==> src/rtl/y86_pkg.sv <==
// y86_pkg: definitions shared by the SEQ Y86-64 back-end blocks.
//   - icode constants (HALT .. POPQ)
//   - register ids RNONE (no destination) and RRSP (stack pointer)
//   - wb_state_t, the state encoding of the write-back sequencer
package y86_pkg;

    localparam logic [3:0] ICODE_HALT   = 4'h0;
    localparam logic [3:0] ICODE_NOP    = 4'h1;
    localparam logic [3:0] ICODE_CMOVXX = 4'h2;
    localparam logic [3:0] ICODE_IRMOVQ = 4'h3;
    localparam logic [3:0] ICODE_RMMOVQ = 4'h4;
    localparam logic [3:0] ICODE_MRMOVQ = 4'h5;
    localparam logic [3:0] ICODE_OPQ    = 4'h6;
    localparam logic [3:0] ICODE_JXX    = 4'h7;
    localparam logic [3:0] ICODE_CALL   = 4'h8;
    localparam logic [3:0] ICODE_RET    = 4'h9;
    localparam logic [3:0] ICODE_PUSHQ  = 4'hA;
    localparam logic [3:0] ICODE_POPQ   = 4'hB;

    // Highest legal icode; anything above it retires as an error.
    localparam logic [3:0] ICODE_MAX    = ICODE_POPQ;

    localparam logic [3:0] RNONE = 4'hF;
    localparam logic [3:0] RRSP  = 4'h4;

    typedef enum logic [1:0] {
        IDLE   = 2'd0,
        WR_E   = 2'd1,
        WR_M   = 2'd2,
        RETIRE = 2'd3
    } wb_state_t;

endpackage

==> src/rtl/wb_port_sequencer.sv <==
// wb_port_sequencer: write-back controller for the SEQ Y86-64 core.
// Accepts one retiring instruction at a time and serialises its E and M
// register writes onto the register file's single write port (E first,
// then M, so popq %rsp leaves %rsp = valM).
//
// Ports:
//   clk, rst_n          clock, asynchronous active-low reset
//   in_valid/in_ready   instruction handshake
//   in_icode, in_cnd    instruction code, condition result (cmov squash)
//   in_dstE/in_dstM     destination register ids (RNONE = none)
//   in_valE/in_valM     ALU and memory results
//   rf_we/addr/data     register-file write port (combinational decode)
//   wb_done             pulse in the last cycle of each instruction
//   wb_err              pulse with wb_done when an illegal icode retires
//
// Handshake: an instruction is taken on any rising clk edge where
// in_valid && in_ready. in_ready is high in IDLE and in the last cycle of
// the instruction in progress, so back-to-back instructions flow with no
// bubble. Inputs are sampled only at that edge.
//
// Build option WB_ELIDE_EN: when both writes target the same register,
// the E write is dropped at accept and only the M write is performed.
module wb_port_sequencer
    import y86_pkg::*;
#(
    parameter int ADDR_W = 4,
    parameter int DATA_W = 64
) (
    input  logic              clk,
    input  logic              rst_n,
    input  logic              in_valid,
    output logic              in_ready,
    input  logic [3:0]        in_icode,
    input  logic              in_cnd,
    input  logic [ADDR_W-1:0] in_dstE,
    input  logic [ADDR_W-1:0] in_dstM,
    input  logic [DATA_W-1:0] in_valE,
    input  logic [DATA_W-1:0] in_valM,
    output logic              rf_we,
    output logic [ADDR_W-1:0] rf_addr,
    output logic [DATA_W-1:0] rf_data,
    output logic              wb_done,
    output logic              wb_err
);

    localparam logic [ADDR_W-1:0] REG_NONE = ADDR_W'(RNONE);

    wb_state_t         state_q, state_d;
    logic [3:0]        icode_q, icode_d;
    logic [ADDR_W-1:0] dst_e_q, dst_e_d;
    logic [ADDR_W-1:0] dst_m_q, dst_m_d;
    logic [DATA_W-1:0] val_e_q, val_e_d;
    logic [DATA_W-1:0] val_m_q, val_m_d;
    logic              pend_m_q, pend_m_d;

    logic      accept;
    logic      last_cycle;
    logic      in_legal;
    logic      pend_e_in;
    logic      pend_m_in;
    wb_state_t first_state;

    // ---------------- state register ----------------
    always_ff @(posedge clk or negedge rst_n) begin
        if (!rst_n) begin
            state_q  <= IDLE;
            icode_q  <= '0;
            dst_e_q  <= '0;
            dst_m_q  <= '0;
            val_e_q  <= '0;
            val_m_q  <= '0;
            pend_m_q <= 1'b0;
        end else begin
            state_q  <= state_d;
            icode_q  <= icode_d;
            dst_e_q  <= dst_e_d;
            dst_m_q  <= dst_m_d;
            val_e_q  <= val_e_d;
            val_m_q  <= val_m_d;
            pend_m_q <= pend_m_d;
        end
    end

    // ---------------- next-state logic ----------------
    always_comb begin
        // Last cycle of an instruction: WR_E only when no M write follows.
        last_cycle = (state_q == WR_M) || (state_q == RETIRE) ||
                     ((state_q == WR_E) && !pend_m_q);
        accept     = in_valid && in_ready;

        in_legal  = (in_icode <= ICODE_MAX);
        pend_e_in = (in_dstE != REG_NONE) && in_legal &&
                    !((in_icode == ICODE_CMOVXX) && !in_cnd);
        pend_m_in = (in_dstM != REG_NONE) && in_legal;
`ifdef WB_ELIDE_EN
        // Same target twice: the M write would overwrite E anyway.
        if (pend_e_in && pend_m_in && (in_dstE == in_dstM)) begin
            pend_e_in = 1'b0;
        end
`endif

        if (pend_e_in) begin
            first_state = WR_E;
        end else if (pend_m_in) begin
            first_state = WR_M;
        end else begin
            first_state = RETIRE;
        end

        state_d  = state_q;
        icode_d  = icode_q;
        dst_e_d  = dst_e_q;
        dst_m_d  = dst_m_q;
        val_e_d  = val_e_q;
        val_m_d  = val_m_q;
        pend_m_d = pend_m_q;

        if ((state_q == WR_E) && pend_m_q) begin
            state_d = WR_M;
        end else if (accept) begin
            state_d  = first_state;
            icode_d  = in_icode;
            dst_e_d  = in_dstE;
            dst_m_d  = in_dstM;
            val_e_d  = in_valE;
            val_m_d  = in_valM;
            pend_m_d = pend_m_in;
        end else if (last_cycle) begin
            state_d = IDLE;
        end
    end

    // ---------------- output decode ----------------
    always_comb begin
        in_ready = rst_n && ((state_q == IDLE) || last_cycle);
        rf_we    = 1'b0;
        rf_addr  = '0;
        rf_data  = '0;
        wb_done  = last_cycle;
        wb_err   = 1'b0;
        case (state_q)
            WR_E: begin
                rf_we   = 1'b1;
                rf_addr = dst_e_q;
                rf_data = val_e_q;
            end
            WR_M: begin
                rf_we   = 1'b1;
                rf_addr = dst_m_q;
                rf_data = val_m_q;
            end
            RETIRE: begin
                wb_err = (icode_q > ICODE_MAX);
            end
            default: begin
            end
        endcase
    end

endmodule

==> config.mk <==
export PLATFORM = sky130hd
export DESIGN_NAME = wb_port_sequencer
export DESIGN_NICKNAME = d
export VERILOG_FILES = /design/src/rtl/y86_pkg.sv /design/src/rtl/wb_port_sequencer.sv
export SDC_FILE = /design/constraint.sdc
export NUM_CORES = 1
export LEC_CHECK = 0
export ABC_AREA = 1
export BUFFER_PORTS_ARGS = -buffer_cell sky130_fd_sc_hd__buf_2
export CORE_MARGIN = 2
export CORE_UTILIZATION = 55
export DETAILED_ROUTE_END_ITERATION = 10
export PLACE_DENSITY = 0.86
export SYNTH_ARGS = -nofsm -noshare
export SYNTH_HDL_FRONTEND = slang
export SYNTH_SLANG_ARGS = --single-unit
==> constraint.sdc <==
create_clock -name clk -period 3.3 [get_ports clk]
set_input_delay 0.165 -clock clk [delete_from_list [all_inputs] [get_ports clk]]
set_output_delay 0.165 -clock clk [all_outputs]
set_load 0.01 [all_outputs]
## Word level (Yosys, flattened, before mapping)

Cells that the tools add are included.

| word-level totals | value |
|---|---|
| register bits after elaboration | 143 |
| bits of input ports | 144 |

| cells by class | value |
|---|---|
| bitwise logic cells | 1 |
| reductions and logical operators | 18 |
| eq/ne operators | 6 |
| mux-type cells | 9 |
| order comparisons | 2 |

Operator list:

| operator | number |
|---|---|
| 64-bit one-hot mux with 2 select lines | 1 |
| 1-bit logical AND | 8 |
| 2-bit two-way mux | 4 |
| 4-bit inequality test, second input constant | 2 |
| 4-bit one-hot mux with 2 select lines | 1 |
| 2-bit equality test, second input constant | 2 |
| 4-bit by 2-bit equality test with 1-bit output, second input constant | 1 |
| 4-bit > comparator, second input constant | 1 |
| 4-bit <= comparator, second input constant | 1 |
| 1-bit zero test | 3 |
| 1-bit logical OR | 3 |
| 1-bit two-way mux | 3 |
| 3-bit nonzero test | 1 |
| 2-bit by 1-bit equality test with 1-bit output, second input constant | 1 |
| 2-bit zero test | 1 |
| 2-bit AND reduction | 1 |
| 2-bit OR reduction | 1 |
| 1-bit inverter | 1 |

## Depth between registers and ports, before layout

Gate-level depths: netlist of run 1.

| depth | value |
|---|---|
| word-level depth | 8 |
| gate-level depth with buffers | 11 |
| depth with buffers taken out | 8 |

## Worst setup path before layout of run 1

OpenSTA, ideal clock, no wires.

| timing | value |
|---|---|
| path kind | reg2out |
| start | register state_q[0] |
| end | output rf_data[0] |
| arrival | 1.542 ns |
| stages on the path, launching flop included | 7 |
| slack | 1.593 ns |
| data required time | 3.135 ns |
| path through | dfrtp_1 inv_1 ha_1 inv_2 clkbuf_1 buf_1 a21oi_1 |

| on the way | value |
|---|---|
| longest elaborated chain between the ends | 2 |
| elaborated cells between the ends (all ways) | 3 |
| classes of those cells | eq/ne: 2; mux: 1 |

RTL lines:

| element | RTL line | source |
|---|---|---|
| from (decl) | wb_port_sequencer.sv:48 | `wb_state_t state_q, state_d;` |
| from (signal assigned) | wb_port_sequencer.sv:74 | `state_q <= state_d;` |
| 2-bit equality test or 2-bit by 1-bit equality test with 1-bit output (tied branches) | wb_port_sequencer.sv:141 | `case (state_q)` |
| 64-bit one-hot mux with 2 select lines (*) | wb_port_sequencer.sv:141 |  |
| to (decl) | wb_port_sequencer.sv:41 | `output logic [DATA_W-1:0] rf_data,` |

Mark *: on every way between the ends. The rest lies on a longest branch, timed or not.

## Final worst setup path of run 1

| timing | value |
|---|---|
| start | register state_q[0] |
| end | output rf_data[56] |

Same word-level chain as after synthesis.

==> metrics.md, run 1 <==
| Metric | Value |
|---|---|
| Status | complete, no violations |
| LEAKAGE | 5.141 nW |
| Async set or reset register ratio after synthesis | 100.0% |
| Hold buffers post-CTS | 138 |
| Clock Power Share | 25.9% |
| Antenna violations before repair | 1 |
| Number of synthesized register bits | 141 |
| Commonest non-fill, non-tap cells in the layout | 564 x nand2_1, 214 x buf_2, 141 x dfrtp_1 |
| DR vias/cell | 5.299 |
| Wire per inst | 16.08 um |
| CTS HTree Levels | 4 |
| Chip Width | 112.4 um |
| R2R cell count | 8 |
| Avg Cell Area, Syn | 7.517 um2 |
| IR drop worst, VDD | 0.5084 mV |
| R2r endpoint | val_e_q[61] |
| Max-slew violations | 0 |
| Hold Crit Depth | 3 |
| Switching fraction of total power | 37.77% |
| Reg area | 0.003528 mm2 |
| Hold path start | in_dstM[0] |
| Synth-to-Final Area Change | 47.84% |
| Synth top area share | 54.64% |
| Clock Skew | 0.01268 ns |
| Post-Layout Cell Count | 1,346 |
| Final instance area | 0.009547 mm2 |
| Die Y-Extent | 112.4 um |
| Drt drc | 0 |
| Starting Density | 56.55% |
| Root cell of the clock tree | clkbuf_16 |
| CTS tree | yes |
| Post-DP HPWL | 10,910 um |
| 1st-pass router iterations | 5 |
| Multi-input gate area | 0.002619 mm2 |
| DIE AREA | 0.01262 mm2 |
| Cells after DPL | 1,175 |
| Hold Vio Cnt, Final | 0 |
| Crit path time final | 2.518 ns |
| Kind of critical path | reg -> out |
| CP Max Fanout | 37 |
| Synth cell types | 19 |
| RSZ-0062 raised after global routing | false |
| # rows | 39 |
| CTS max path bufs | 2 |
| DP Area | 0.007547 mm2 |
| CTS resizes | 0 |
| Nets | 1,337 |
| Met2 routed WL | 10,630 um |
| Worst Tran Pin Value | 0.8216 ns |
| CTS Sinks | 141 |
| Vias in the first global route | 7,173 |
| Fin crit share | 76.31% |
| Fraction of power consumed by combinational cells | 34.5% |
| Largest net degree at the start of global routing | 94 |
| Postcts setup bufs | 0 |
| P per Cell Area | 800.7 mW/mm2 |
| Worst Hold End | dst_m_q[0] |
| DR WL met3 | 1505 um |
| Max Cap Viol | 0 |
| RePlAce Congestion | 0.8708 |
| Post-synth top area cell | dfrtp_1 |
| Reg-to-reg critical path startpoint | state_q[0] |
| Metal1 wirelength | 8037 um |
| Clock transition at path regs | 0.05 ns |
| Rel. slew slack | 45.22% |
| Most common cell after layout, fill and taps aside | nand2_1 |
| Global-route wire length before repair | 34,790 um |
| Crit-path max cell delay | 0.52 ns |
| CP Capture Type | output pin |
| Critical path cell sequence | inv_1, ha_1, inv_2, buf_4, a21oi_1, buf_2 |
| Ranking of synthesized cells by area | dfrtp_1 55%, nand2_1 33%, a21oi_1 5.3%, buf_2 1.5%, buf_4 1.4% |
| CP startpoint kind | register |
| Worst EP arrival | 2.35 ns |
| Drt initial violations | 736 |
| Gr ovfl total | 0 |
| Psw | 0.002887 W |
| Share of layout cells above drive strength 1 | 21.63% |
| Clk_lat worst skew | 0.42 ns |
| Total track usage | 35.06% |
| Slowest cell on crit path | inv_2 |
| Hold crit path type | in -> reg |
| Core area | 0.01142 mm2 |
| Final ANT Viol Nets | 0 |
| P_int | 0.004757 W |
| Drt total wl | 21,650 um |
| Max layer used | met4 |
| Io pins | 216 |
| CTS Buf Count | 17 |
| Required @ worst endpoint | 3.13 ns |
| Synth Instances | 859 |
| Final Power | 0.007644 W |
| Filler cell count | 626 |
| Setup_tns | 0 ns |
| Peak Freq | 0.3971 GHz |
| Syn_nets | 1,007 |
| Post-synthesis cell area | 0.006457 mm2 |
| Total number of vias | 7,133 |
| YS warnings | 0 |
| Sequential share of the synthesized area | 54.64% |
| Port Buffer Count | 215 |
| Reg2Reg Setup Slack | 1.18 ns |
| EDFF count, synth | 0 |
| Hold_ws | 0.06513 ns |
| Final Setup Violations | 0 |
| Sequential share of power | 39.7% |
| Synth Flop Type | dfrtp_1 |
## area by class of cell
type	count	area share, %
antenna	1	0.02621
clock buffer	27	5.374
clock inverter	5	1.075
inverter	11	0.4587
multi-input combinational	654	27.43
sequential	141	36.96
tap	143	1.874
timing repair buffer	364	26.80
## registers in the layout, summed over array words and instances (netlist names)
register	cells
val_e_q	64
val_m_q	64
pend_m_q	1
icode_q	2
dst_m_q	4
state_q	2
dst_e_q	4
## logic make-up (layout without fill, tap and decap cells)
family,after synthesis,in the layout,synth area share (%)
buf+inv,64,407,5.018
other cells,0,1,0
fa+ha+maj,4,4,0.7751
flops,141,141,54.64
compound gates,69,69,5.348
simple gates,581,581,34.22
## critical path, delay by kind of cell, from the launching register on
family	cells	cell delay, ns
flops	1	0.39
compound gates	1	0.08
buf+inv	4	1.12
fa+ha+maj	1	0.33
## worst max path at each step
stage,start,end,slack (ns),cells after the start
2_1_floorplan,state_q[0],rf_data[0],1.59,6
3_3_place_gp,state_q[0],rf_data[3],1.31,6
3_5_place_dp,state_q[0],rf_data[48],1.24,6
4_1_cts,state_q[0],rf_data[48],0.80,6
5_1_grt,state_q[0],rf_data[51],0.67,6
6_report,state_q[0],rf_data[56],0.78,6
## cell usage after synthesis, types with 2 or more instances
cell type / number
nand3_1: 5
ha_1: 4
nor3_1: 2
a21oi_1: 68
nand2_1: 564
buf_6: 2
buf_1: 2
inv_1: 9
nor2_1: 6
inv_2: 2
clkbuf_1: 18
dfrtp_1: 141
buf_2: 19
buf_4: 12
## routing by layer
layer  vias to the layer above  track usage (%)
li1                       3286                -
met1                      3240            41.15
met2                       478            58.11
met3                       129            7.613
met4                         0            23.41
met5                         -                0
## metrics by stage
| stage | util, % | setup slack [ns] |
|---|---|---|
| finish | 83.61 | 0.7818 |
| detailed placement | 66.10 | 1.240 |
| global route | 83.61 | 0.6700 |
| global placement | 66.10 | 1.310 |
| floorplan | - | 1.593 |
| CTS | 83.59 | 0.7984 |
## power groups by stage
stage               sequential [W]  combinational [W]  clock (W)
detailed placement         0.00298            0.00239          0
CTS                        0.00298            0.00252    0.00200
global placement           0.00296            0.00231          0
global route               0.00311            0.00292    0.00209
finish                     0.00303            0.00263    0.00198
floorplan                  0.00287            0.00171          0
Note: power is estimated with default switching activity, not from simulation.
==> run 2: changes to the inputs <==
--- a/config.mk
+++ b/config.mk
@@ -5,12 +5,12 @@
 export SDC_FILE = /design/constraint.sdc
 export NUM_CORES = 1
 export LEC_CHECK = 0
-export ABC_AREA = 1
+export ABC_AREA = 0
 export BUFFER_PORTS_ARGS = -buffer_cell sky130_fd_sc_hd__buf_2
 export CORE_MARGIN = 2
-export CORE_UTILIZATION = 55
+export CORE_UTILIZATION = 52
 export DETAILED_ROUTE_END_ITERATION = 10
-export PLACE_DENSITY = 0.86
+export PLACE_DENSITY = 0.81
 export SYNTH_ARGS = -nofsm -noshare
 export SYNTH_HDL_FRONTEND = slang
 export SYNTH_SLANG_ARGS = --single-unit
==> constraint.sdc (replaced) <==
create_clock -name clk -period 2.5 [get_ports clk]
set_input_delay 0.125 -clock clk [delete_from_list [all_inputs] [get_ports clk]]
set_output_delay 0.125 -clock clk [all_outputs]
set_load 0.01 [all_outputs]
==> metrics.md, run 2 <==
| Metric | Value |
|---|---|
| Top Registers | val_e_q: 64 flops, val_m_q: 64 flops |
| # rows | 42 (+7.7%) |
| Post-synthesis cell area | 0.006965 mm2 (+7.9%) |
| Sequential share of the synthesized area | 50.66% (-4.0 points) |
| Multiplexer area fraction after synthesis | 27.70% (+28 points) |
| Most frequent cell after synthesis | dfrtp_1 |
| Worst EP arrival | 2.24 ns (-0.11 ns) |
| Postcts setup bufs | 0 (unchanged) |
| Gr ovfl total | 0 (unchanged) |
| Setup_tns | 0 ns (unchanged) |
| Hold crit path type | in -> reg |
| Max-slew violations | 0 (unchanged) |
| Ant. Diodes | 0 (-1) |
| DR WL met3 | 1329 um (-12%) |
| Largest net degree at the start of global routing | 76 (-19%) |
| Fin crit share | 94.60% |
| Xor and xnor area share after synthesis | 0% (unchanged) |
| Drt total wl | 21,020 um (-2.9%) |
| Max Cap Viol | 0 (unchanged) |
| Crit path time final | 2.365 ns |
| Number of synthesized register bits | 141 (unchanged) |
| Avg Cell Area, Syn | 14.51 um2 (+93%) |
| Rel. slew slack | 36.26% (-9.0 points) |
| Port Buffer Count | 215 (unchanged) |
| Vias in the first global route | 6,059 (-16%) |
| Worst Tran Pin Value | 0.9560 ns (+0.1344 ns) |
| Clock Skew | 0.009559 ns (-0.003118 ns) |
| Io pins | 216 (unchanged) |
| Ranking of synthesized cells by area | dfrtp_1 51%, mux2_4 22%, a22oi_1 7.3%, mux2_2 6.1%, nor2b_1 6.1% |
| RePlAce Congestion | 0.7818 (-10%) |
| YS warnings | 0 (unchanged) |
| Clock transition at path regs | 0.06 ns (about the same) |
| CTS Sinks | 141 (unchanged) |
| RSZ-0062 raised after global routing | false |
| Reg2Reg Setup Slack | 0.24 ns (-0.94 ns) |
| LEAKAGE | 4.958 nW (-3.6%) |
| Wire per inst | 20.67 um (+29%) |
| Most common cell after layout, fill and taps aside | buf_2 |
| Status | complete, no violations |
| DR vias/cell | 5.535 (+4.4%) |
| Metal1 wirelength | 8144 um (+1.3%) |
| Post-DP HPWL | 10,820 um (-0.79%) |
| Buffer and inverter count on the worst path | 3 (-1) |
| Critical path cell sequence | inv_1, ha_2, buf_6, a22oi_1, nor2b_1, buf_2 |
| Antenna violations before repair | 0 (-1) |
| Total number of vias | 5,629 (-21%) |
| Max layer used | met4 |
| 1st-pass router iterations | 4 (-1) |
| Die Y-Extent | 119.7 um (+6.6%) |
| Main combinational cell family by area after synthesis | multiplexers |
| Root cell of the clock tree | clkbuf_16 |
| Starting Density | 53.02% (-3.5 points) |
| Post-Synth Simple-Gate Area | 7.095% (-27 points) |
| Total track usage | 29.60% (-5.5 points) |
| P per Cell Area | 1178 mW/mm2 (+47%) |
| Core area | 0.01314 mm2 (+15%) |
| CTS Buf Count | 17 (unchanged) |
| Slowest cell on crit path | buf_6 |
| Synth cell types | 28 (+9) |
| CTS HTree Levels | 4 (unchanged) |
| Commonest non-fill, non-tap cells in the layout | 214 x buf_2, 141 x dfrtp_1, 139 x dlygate4sd3_1 |
| Met2 routed WL | 10,970 um (+3.2%) |
| Nets | 976 (-27%) |
| Filler cell count | 713 (+14%) |
| Synth Area in Compound Gates | 8.712% (+3.4 points) |
| Synth Instances | 480 (-44%) |
| Crit-path max cell delay | 0.51 ns (about the same) |
| EDFF count, synth | 0 (unchanged) |
| CTS max path bufs | 2 (unchanged) |
| CP startpoint kind | register |
| Post-synth top area cell | dfrtp_1 |
| Async set or reset register ratio after synthesis | 100.0% (unchanged) |
| Top delay family on crit path | buffers and inverters |
| Share of layout cells above drive strength 1 | 48.04% (+26 points) |
| Final Setup Violations | 0 (unchanged) |
| Hold Vio Cnt, Final | 0 (unchanged) |
| CTS tree | yes |
| DIE AREA | 0.01434 mm2 (+14%) |
| Hold_ws | 0.1943 ns (+0.1292 ns) |
| Syn_nets | 628 (-38%) |
| Synth-to-Final Area Change | 45.66% |
| CP Capture Type | output pin |
| Chip Width | 119.7 um (+6.6%) |
| Synth top area share | 50.66% (-4.0 points) |
| Clk_lat worst skew | 0.42 ns (about the same) |
| Drt initial violations | 456 (-38%) |
| IR drop worst, VDD | 0.5250 mV (+3.3%) |
| Synth top cells by count | 141 x dfrtp_1, 100 x mux2_4, 68 x a22oi_1, 68 x nor2b_1, 38 x mux2_2 |
| Adder-cell share of the synthesized area | 0.7185% (-0.057 points) |
| CP Max Fanout | 71 (+92%) |
| Synth Flop Type | dfrtp_1 |
| Drt drc | 0 (unchanged) |
| Required @ worst endpoint | 2.38 ns (-0.75 ns) |
| Final ANT Viol Nets | 0 (unchanged) |
| Peak Freq | 0.4228 GHz |
| Global-route wire length before repair | 32,560 um (-6.4%) |
| Final core utilization | 77.23% (-6.4 points) |
| Kind of critical path | reg -> out |
==> run 2: cell count changes after synthesis, sizes merged, moves of 3 or more <==
| cell | delta |
|---|---|
| inv | -9 |
| nand2 | -561 |
| nor2 | -7 |
| nor2b | +69 |
| mux2 | +138 |
| nand3 | -6 |
| clkbuf | -3 |
| buf | -12 |
| a21oi | -68 |
| a22oi | +68 |
==> run 2: power breakdown <==
group | leakage (nW) | internal (W) | total, W | switching, W
clock network | 0.312 | 0.00180 | 0.00281 | 0.00101
logic | 2.99 | 0.00278 | 0.00488 | 0.00210
registers | 1.66 | 0.00346 | 0.00426 | 0.000799
total | 4.96 | 0.00804 | 0.0120 | 0.00391
==> run 2: worst register-to-register path: stages (launching register included) <==
cell and delay (ns):
dfrtp_1 0.41, inv_1 0.09, ha_2 0.22, o41ai_4 0.43, a21o_4 0.18, buf_12 0.20
buf_12 0.23, mux2_2 0.38
==> run 2: layout make-up <==
| type | instances | area (um2) | share of cell area [%] |
|---|---|---|---|
| Multi-Input combinational cell | 299 | 3088 | 30.44 |
| Clock buffer | 18 | 439.2 | 4.329 |
| Timing Repair Buffer | 367 | 2645 | 26.07 |
| Clock inverter | 14 | 217.7 | 2.146 |
| Tap cell | 176 | 220.2 | 2.170 |
| Sequential cell | 141 | 3528 | 34.78 |
| Inverter | 2 | 7.507 | 0.07399 |
==> run 2: stage by stage <==
stage | std cells | cell area [um2] | setup slack (ns) | power [W]
6_report | 1017 | 10150 | 0.1350 | 0.01195
5_1_grt | 1017 | 10150 | 0.03351 | 0.01246
2_1_floorplan | 480 | 6965 | 0.4490 | 0.007510
4_1_cts | 1017 | 10140 | 0.002410 | 0.01169
3_5_place_dp | 846 | 8087 | 0.2879 | 0.008681
3_3_place_gp | 846 | 8087 | 0.3843 | 0.008439
==> run 2: final timing paths <==
path / start / endpoint / cells after the start
setup / recovery: state_q[1] / rf_data[11] / 6
hold / removal: in_icode[1] / state_q[0] / 4
setup reg to reg: state_q[0] / val_e_q[8] / 7
hold reg to reg: val_e_q[63] / val_e_q[63] / 1
max in group asynchronous: rst_n / val_m_q[47] / 3
min in group asynchronous: rst_n / val_e_q[15] / 3
==> run 2: timing repair <==
action | CTS | global route
gates resized for setup | 1 | 3
endpoints found under the setup margin | 8 | 61
hold endpoints to repair | 279 | 0
hold buffers | 139 | 0
pin swaps | 0 | 0
==> run 2: kinds of logic after synthesis <==
kind of cell               Yosys count
muxes                              138
DFF                                141
adders and majority gates            4
AOI/OAI and AO/OA                   78
buffers and inverters               40
and+or+nand+nor                     79
==> run 2: per-layer routing <==
layer	up-vias	track usage, %
met4	0	11.84
met2	265	51.68
met3	62	6.939
li1	2429	-
met5	-	0
met1	2873	35.32
